## config.mk

```make
export PLATFORM = sky130hd
export DESIGN_NAME = imem_loader
export DESIGN_NICKNAME = d
export VERILOG_FILES = /design/src/rtl/imem_loader.sv
export SDC_FILE = /design/constraint.sdc
export NUM_CORES = 1
export LEC_CHECK = 0
export ABC_AREA = 0
export CAP_MARGIN = 20
export CORE_ASPECT_RATIO = 1.1
export CORE_MARGIN = 10
export CORE_UTILIZATION = 45
export DETAILED_ROUTE_END_ITERATION = 8
export PLACE_DENSITY = 0.69
export SLEW_MARGIN = 20
export SYNTH_ARGS = -nofsm -noshare
export SYNTH_HDL_FRONTEND = slang
export SYNTH_SLANG_ARGS = --single-unit
```

## constraint.sdc

```tcl
create_clock -name i_clk -period 4.39 [get_ports i_clk]
set_input_delay 1.317 -clock i_clk [delete_from_list [all_inputs] [get_ports i_clk]]
set_output_delay 1.317 -clock i_clk [all_outputs]
set_load 0.02 [all_outputs]
```

## src/rtl/imem_loader.sv

```systemverilog
// Instruction-memory loader: assembles little-endian words from a byte stream
// and writes them to consecutive addresses until the halt word or the last address.
module imem_loader #(
  parameter int                   NB_DATA    = 32,
  parameter int                   NB_BYTE    = 8,
  parameter int                   NB_ADDRESS = 8,
  parameter int                   N_ADDRESS  = 256,
  parameter logic [NB_DATA-1:0]   HALT_WORD  = 32'hFFFF_FFFF
) (
  input  logic                  i_clk,
  input  logic                  i_rst,
  input  logic                  i_start,
  input  logic [NB_BYTE-1:0]    i_rx_data,
  input  logic                  i_rx_valid,
  output logic [NB_DATA-1:0]    o_mem_w_data,
  output logic [NB_ADDRESS-1:0] o_mem_w_addr,
  output logic                  o_mem_w_en,
  output logic                  o_busy,
  output logic                  o_done,
  output logic                  o_overflow,
  output logic [NB_ADDRESS:0]   o_word_count
);

  localparam int N_BYTES = NB_DATA / NB_BYTE;
  localparam int IDX_W   = (N_BYTES > 1) ? $clog2(N_BYTES) : 1;
  localparam logic [IDX_W-1:0]      LAST_IDX  = IDX_W'(N_BYTES - 1);
  localparam logic [NB_ADDRESS-1:0] LAST_ADDR = NB_ADDRESS'(N_ADDRESS - 1);

  typedef enum logic [2:0] {
    IDLE,
    RECV,
    WRITE,
    DONE,
    ERROR
  } state_t;

  state_t                  state;
  state_t                  state_next;
  logic [NB_DATA-1:0]      assembly;
  logic [NB_DATA-1:0]      assembly_with_byte;
  logic [IDX_W-1:0]        byte_idx;
  logic [NB_ADDRESS-1:0]   addr;
  logic [NB_ADDRESS:0]     word_count;
  logic [NB_DATA-1:0]      w_data;
  logic [NB_ADDRESS-1:0]   w_addr;
  logic                    load_start;
  logic                    byte_accept;
  logic                    word_complete;

  always_ff @(posedge i_clk or posedge i_rst) begin
    if (i_rst) begin
      state <= IDLE;
    end else begin
      state <= state_next;
    end
  end

  // The write cycle decides the next state from the word it is presenting
  always_comb begin
    state_next = state;
    case (state)
      IDLE, DONE, ERROR: begin
        if (i_start) begin
          state_next = RECV;
        end
      end
      RECV: begin
        if (i_rx_valid && (byte_idx == LAST_IDX)) begin
          state_next = WRITE;
        end
      end
      WRITE: begin
        if (w_data == HALT_WORD) begin
          state_next = DONE;
        end else if (addr == LAST_ADDR) begin
          state_next = ERROR;
        end else begin
          state_next = RECV;
        end
      end
      default: state_next = IDLE;
    endcase
  end

  always_comb begin
    load_start    = i_start && ((state == IDLE) || (state == DONE) || (state == ERROR));
    byte_accept   = i_rx_valid &&
                    ((state == RECV) || ((state == WRITE) && (state_next == RECV)));
    word_complete = i_rx_valid && (state == RECV) && (byte_idx == LAST_IDX);
  end

  always_comb begin
    assembly_with_byte = assembly;
    assembly_with_byte[byte_idx*NB_BYTE +: NB_BYTE] = i_rx_data;
  end

  // A byte arriving during WRITE lands at index 0 (byte_idx was cleared on entry)
  always_ff @(posedge i_clk or posedge i_rst) begin
    if (i_rst) begin
      assembly   <= '0;
      byte_idx   <= '0;
      addr       <= '0;
      word_count <= '0;
      w_data     <= '0;
      w_addr     <= '0;
    end else if (load_start) begin
      assembly   <= '0;
      byte_idx   <= '0;
      addr       <= '0;
      word_count <= '0;
    end else begin
      if (byte_accept) begin
        if (word_complete) begin
          w_data   <= assembly_with_byte;
          w_addr   <= addr;
          assembly <= '0;
          byte_idx <= '0;
        end else begin
          assembly <= assembly_with_byte;
          byte_idx <= byte_idx + 1'b1;
        end
      end
      if (state == WRITE) begin
        word_count <= word_count + 1'b1;
        addr       <= addr + 1'b1;
      end
    end
  end

  assign o_mem_w_data = w_data;
  assign o_mem_w_addr = w_addr;
  assign o_mem_w_en   = (state == WRITE);
  assign o_busy       = (state == RECV) || (state == WRITE);
  assign o_done       = (state == DONE);
  assign o_overflow   = (state == ERROR);
  assign o_word_count = word_count;

endmodule

```

==> results.txt <==
----------------------------------------------------
[Status]
  Run status ... completed

[Die]
  X dimension of the die ... 111.4 um
  Floorplan Core Area ... 8919 um^2
  Y dimension of the die ... 120.5 um
  IO Pins ... 65
  Total die area ... roughly 13000 um^2
  Std-Cell Rows ... 36
  Starting density of the core ... between 40% and 50%

[Critical path]
  Cells along the critical path ... nor3b_4 > buf_4 > clkdlybuf4s50_1
  Crit start category ... register
  Data arrival time of the critical path ... 1940 ps
  Kind of end point of the critical path ... output port
  Critical path class ... reg2out
  Data required time at the worst endpoint ... ~3000 ps
  Crit-path max cell delay ... 630 ps
  Critical Path Fanout Max ... 12
  Critical path's slowest cell ... clkdlybuf4s50_1
  FF-to-FF setup slack ... ~2000 ps

[Synthesis]
  Number of unique standard cell types used by synthesis ... 47
  Most common flop cell mapped by yosys ... dfrtp_1
  Post-synth design cell area ... 4131 um^2
  Flip-flop and latch count after synthesis ... 86
  EDFF count, synth ... 0
  Syn nets ... 415
  Mean post-synth cell area ... approximately 10 um^2
  Post-synthesis cell count ... 396
  Sequential cell area fraction in the yosys report ... 52.09%
  Synthesis warning total ... 0
  Share of flip-flops with an asynchronous set or reset after synthesis ... 100.0%

[Cells and area]
  Area of combinational cells with multiple inputs ... around 1800 um^2
  FF+latch area ... 2152 um^2
  Layout cells sized above 1 ... between 10% and 20%
  Final Core Density ... 56.93%
  Filler instances ... 757
  Final-stage net count ... around 470
  Layout overhead on the synthesized area ... 22.90%
  Count of antenna diodes in the layout ... 0
  Post-route cell area ... 5077 um^2

[STA]
  Portion of the clock cycle consumed by the worst path in the final layout ... 74.18%
  Final number of hold-violating endpoints ... 0
  Final clock skew ... between 10 and 15 ps
  Setup TNS after final layout ... 0 ps
  Setup Viol. Count Final ... 0
  Worst Tran Pin Value ... 922.7 ps
  Headroom to the max-slew limit ... a little under two fifths
  Upper clock frequency limit ... 307.1 MHz
  Setup repair after global routing missed its margin ... no
  Final number of max-transition violations ... 0
  Final critical delay including setup and external delays ... 3257 ps

[CTS]
  Number of CTS-inserted buffers ... 9
  H-Tree Depth ... 3
  Cell chosen for the clock root ... clkbuf_8
  Maximum clock insertion buffer count ... 2
  Clock sink count ... between 80 and 90
  Clock insertion delay at the later pin of the skew report ... 350 ps
  Post-CTS sizing ... 0
  Clock tree from TritonCTS ... yes
  Post-CTS Setup Bufs ... 0
  Number of hold buffers added after cts ... 0
  Clock Pin Slew Worst Setup and Hold Paths ... 90 ps

[Route]
  Via-to-Cell Ratio ... 5.291
  Total number of vias ... ~3000
  Wire length after detailed routing ... between 9 and 10 mm
  Post-route DRC violation count ... 0
  Count of nets left with antenna violations after detail routing ... 0
  Routed wirelength normalized by instance count ... 16.79 um
  Initial DRT Pass Iterations ... 4
  Starting DRC count in detailed routing ... 107

[Placement]
  Weighted congestion reported at the end of routability-driven placement ... about 0.8
  Number of I/O port buffers ... 64
  Area post-placement ... 4850 um^2
  HPWL after DPL ... about 7.0 mm

[Job]
  Maximum capacitance violations ... 0

[GRT]
  Vias in the first global route ... about 3200
  Antenna violations before repair ... 0
  Global-route congestion overflow total ... 0
  Pin count of the biggest net entering global routing ... 52
  Global-route wire length before repair ... 16.41 mm
  Global routing usage summed across all routing layers ... 14.71%

[Pwr]
  Pwr per Cell Area ... 580.9 nW/um^2
  Peak VDD IR ... 334.4 uV
  Reported leakage power ... 2.226 nW

[Worst hold path]
  Hold Path Class ... reg2reg

----------------------------------------------------
[where the power goes]
group	internal, W	switching (W)	leakage (nW)	total [W]
clock network	0.000327	0.000298	0.108	0.000625
logic	0.000475	0.000663	0.933	0.00114
registers	0.00100	0.000185	1.19	0.00119
total	0.00180	0.00115	2.23	0.00295
[worst max-delay path, delay by kind of cell (launching register included)]
kind | cells | cell delay [ps]
buffers and inverters | 2 | 840
DFF | 1 | 530
and+or+nand+nor | 1 | 220
[synthesized netlist by cell type (2+ instances only)]
cell type / number / share of area [%]
nor2_2: 2 / 0.30
clkbuf_1: 8 / 0.73
nand4_1: 12 / 1.8
ha_1: 7 / 2.1
nor2b_1: 25 / 3.8
xnor2_1: 5 / 1.1
inv_1: 6 / 0.55
mux2i_1: 2 / 0.48
nor2_1: 22 / 2.0
nand3_1: 15 / 1.8
nand2b_1: 2 / 0.30
buf_6: 2 / 0.55
nor4_4: 3 / 1.5
buf_1: 2 / 0.18
o2bb2ai_2: 20 / 7.3
buf_2: 6 / 0.73
a21oi_1: 26 / 3.1
o2bb2ai_1: 4 / 0.85
nor4_1: 2 / 0.30
o21ai_0: 27 / 3.3
nand2_1: 78 / 7.1
dfrtp_1: 86 / 52
xor2_1: 10 / 2.1
[final cells by class]
cell class,instances,area share (%)
flip-flops and latches,86,42.39
clock inverters,7,2.045
inverters,7,0.5421
multi-input cells,283,36.32
clock buffers,9,2.440
repair buffers,68,13.45
well taps,114,2.809
[flip-flops by register name, summed over array words and instances (netlist names)]
signal	cells
byte_idx	2
o_word_count	9
assembly	24
o_mem_w_addr	8
o_mem_w_data	32
state	3
addr	8
[cell families (layout without fill, tap and decap cells)]
group	after synthesis	count (layout)	share of synthesized area [%]
AO/OA/AOI/OAI	84	84	16.29
buffers and inverters	27	91	3.331
flip-flops	86	86	52.09
AND/OR/NAND/NOR	174	174	22.23
XOR/XNOR	15	15	3.180
adder cells (fa/ha/maj)	7	7	2.120
multiplexers	3	3	0.7571
[per-layer routing]
layer / track usage, % / share of wire (%)
met5: 0 / 0
met4: 5.949 / 2.3
met3: 3.511 / 4.5
met2: 23.97 / 48
met1: 18.40 / 45
[through the flow]
| step | setup WS, ps | std cells | hold slack [ps] | power [W] |
|---|---|---|---|---|
| 4_1_cts | 1112 | 574 | 488.7 | 0.002983 |
| 2_1_floorplan | 851.2 | 396 | 448.6 | 0.001919 |
| 5_1_grt | 1030 | 574 | 511.1 | 0.003154 |
| 3_5_place_dp | 1101 | 558 | 466.3 | 0.002355 |
| 6_report | 1133 | 574 | 482.8 | 0.002950 |
| 3_3_place_gp | 1130 | 558 | 462.9 | 0.002326 |
[worst paths after layout]
kind | endpoint | start | cells after the start
setup / recovery | o_mem_w_en | state[0] | 3
hold / removal | o_mem_w_addr[4] | o_mem_w_addr[4] | 2
setup reg to reg | o_mem_w_data[18] | byte_idx[0] | 6
hold reg to reg | o_mem_w_addr[4] | o_mem_w_addr[4] | 2
max in group asynchronous | assembly[8] | i_rst | 3
min in group asynchronous | addr[1] | i_rst | 2
[cells in the final DEF (no fill, tap or decap), drive strengths merged, types with 3 or more instances in the layout]
master / netlist / final
nor4: 5 / 5
o21ai: 27 / 27
dfrtp: 86 / 86
clkbuf: 9 / 9
inv: 7 / 8
nand3: 15 / 15
nor2b: 26 / 26
clkdlybuf4s50: 0 / 64
ha: 7 / 7
o2bb2ai: 24 / 24
nor2: 25 / 25
nand2: 78 / 78
a21oi: 26 / 26
nand4: 13 / 13
buf: 11 / 4
xnor2: 5 / 5
nand2b: 3 / 3
xor2: 10 / 10
(Power assumes the default switching activity.)
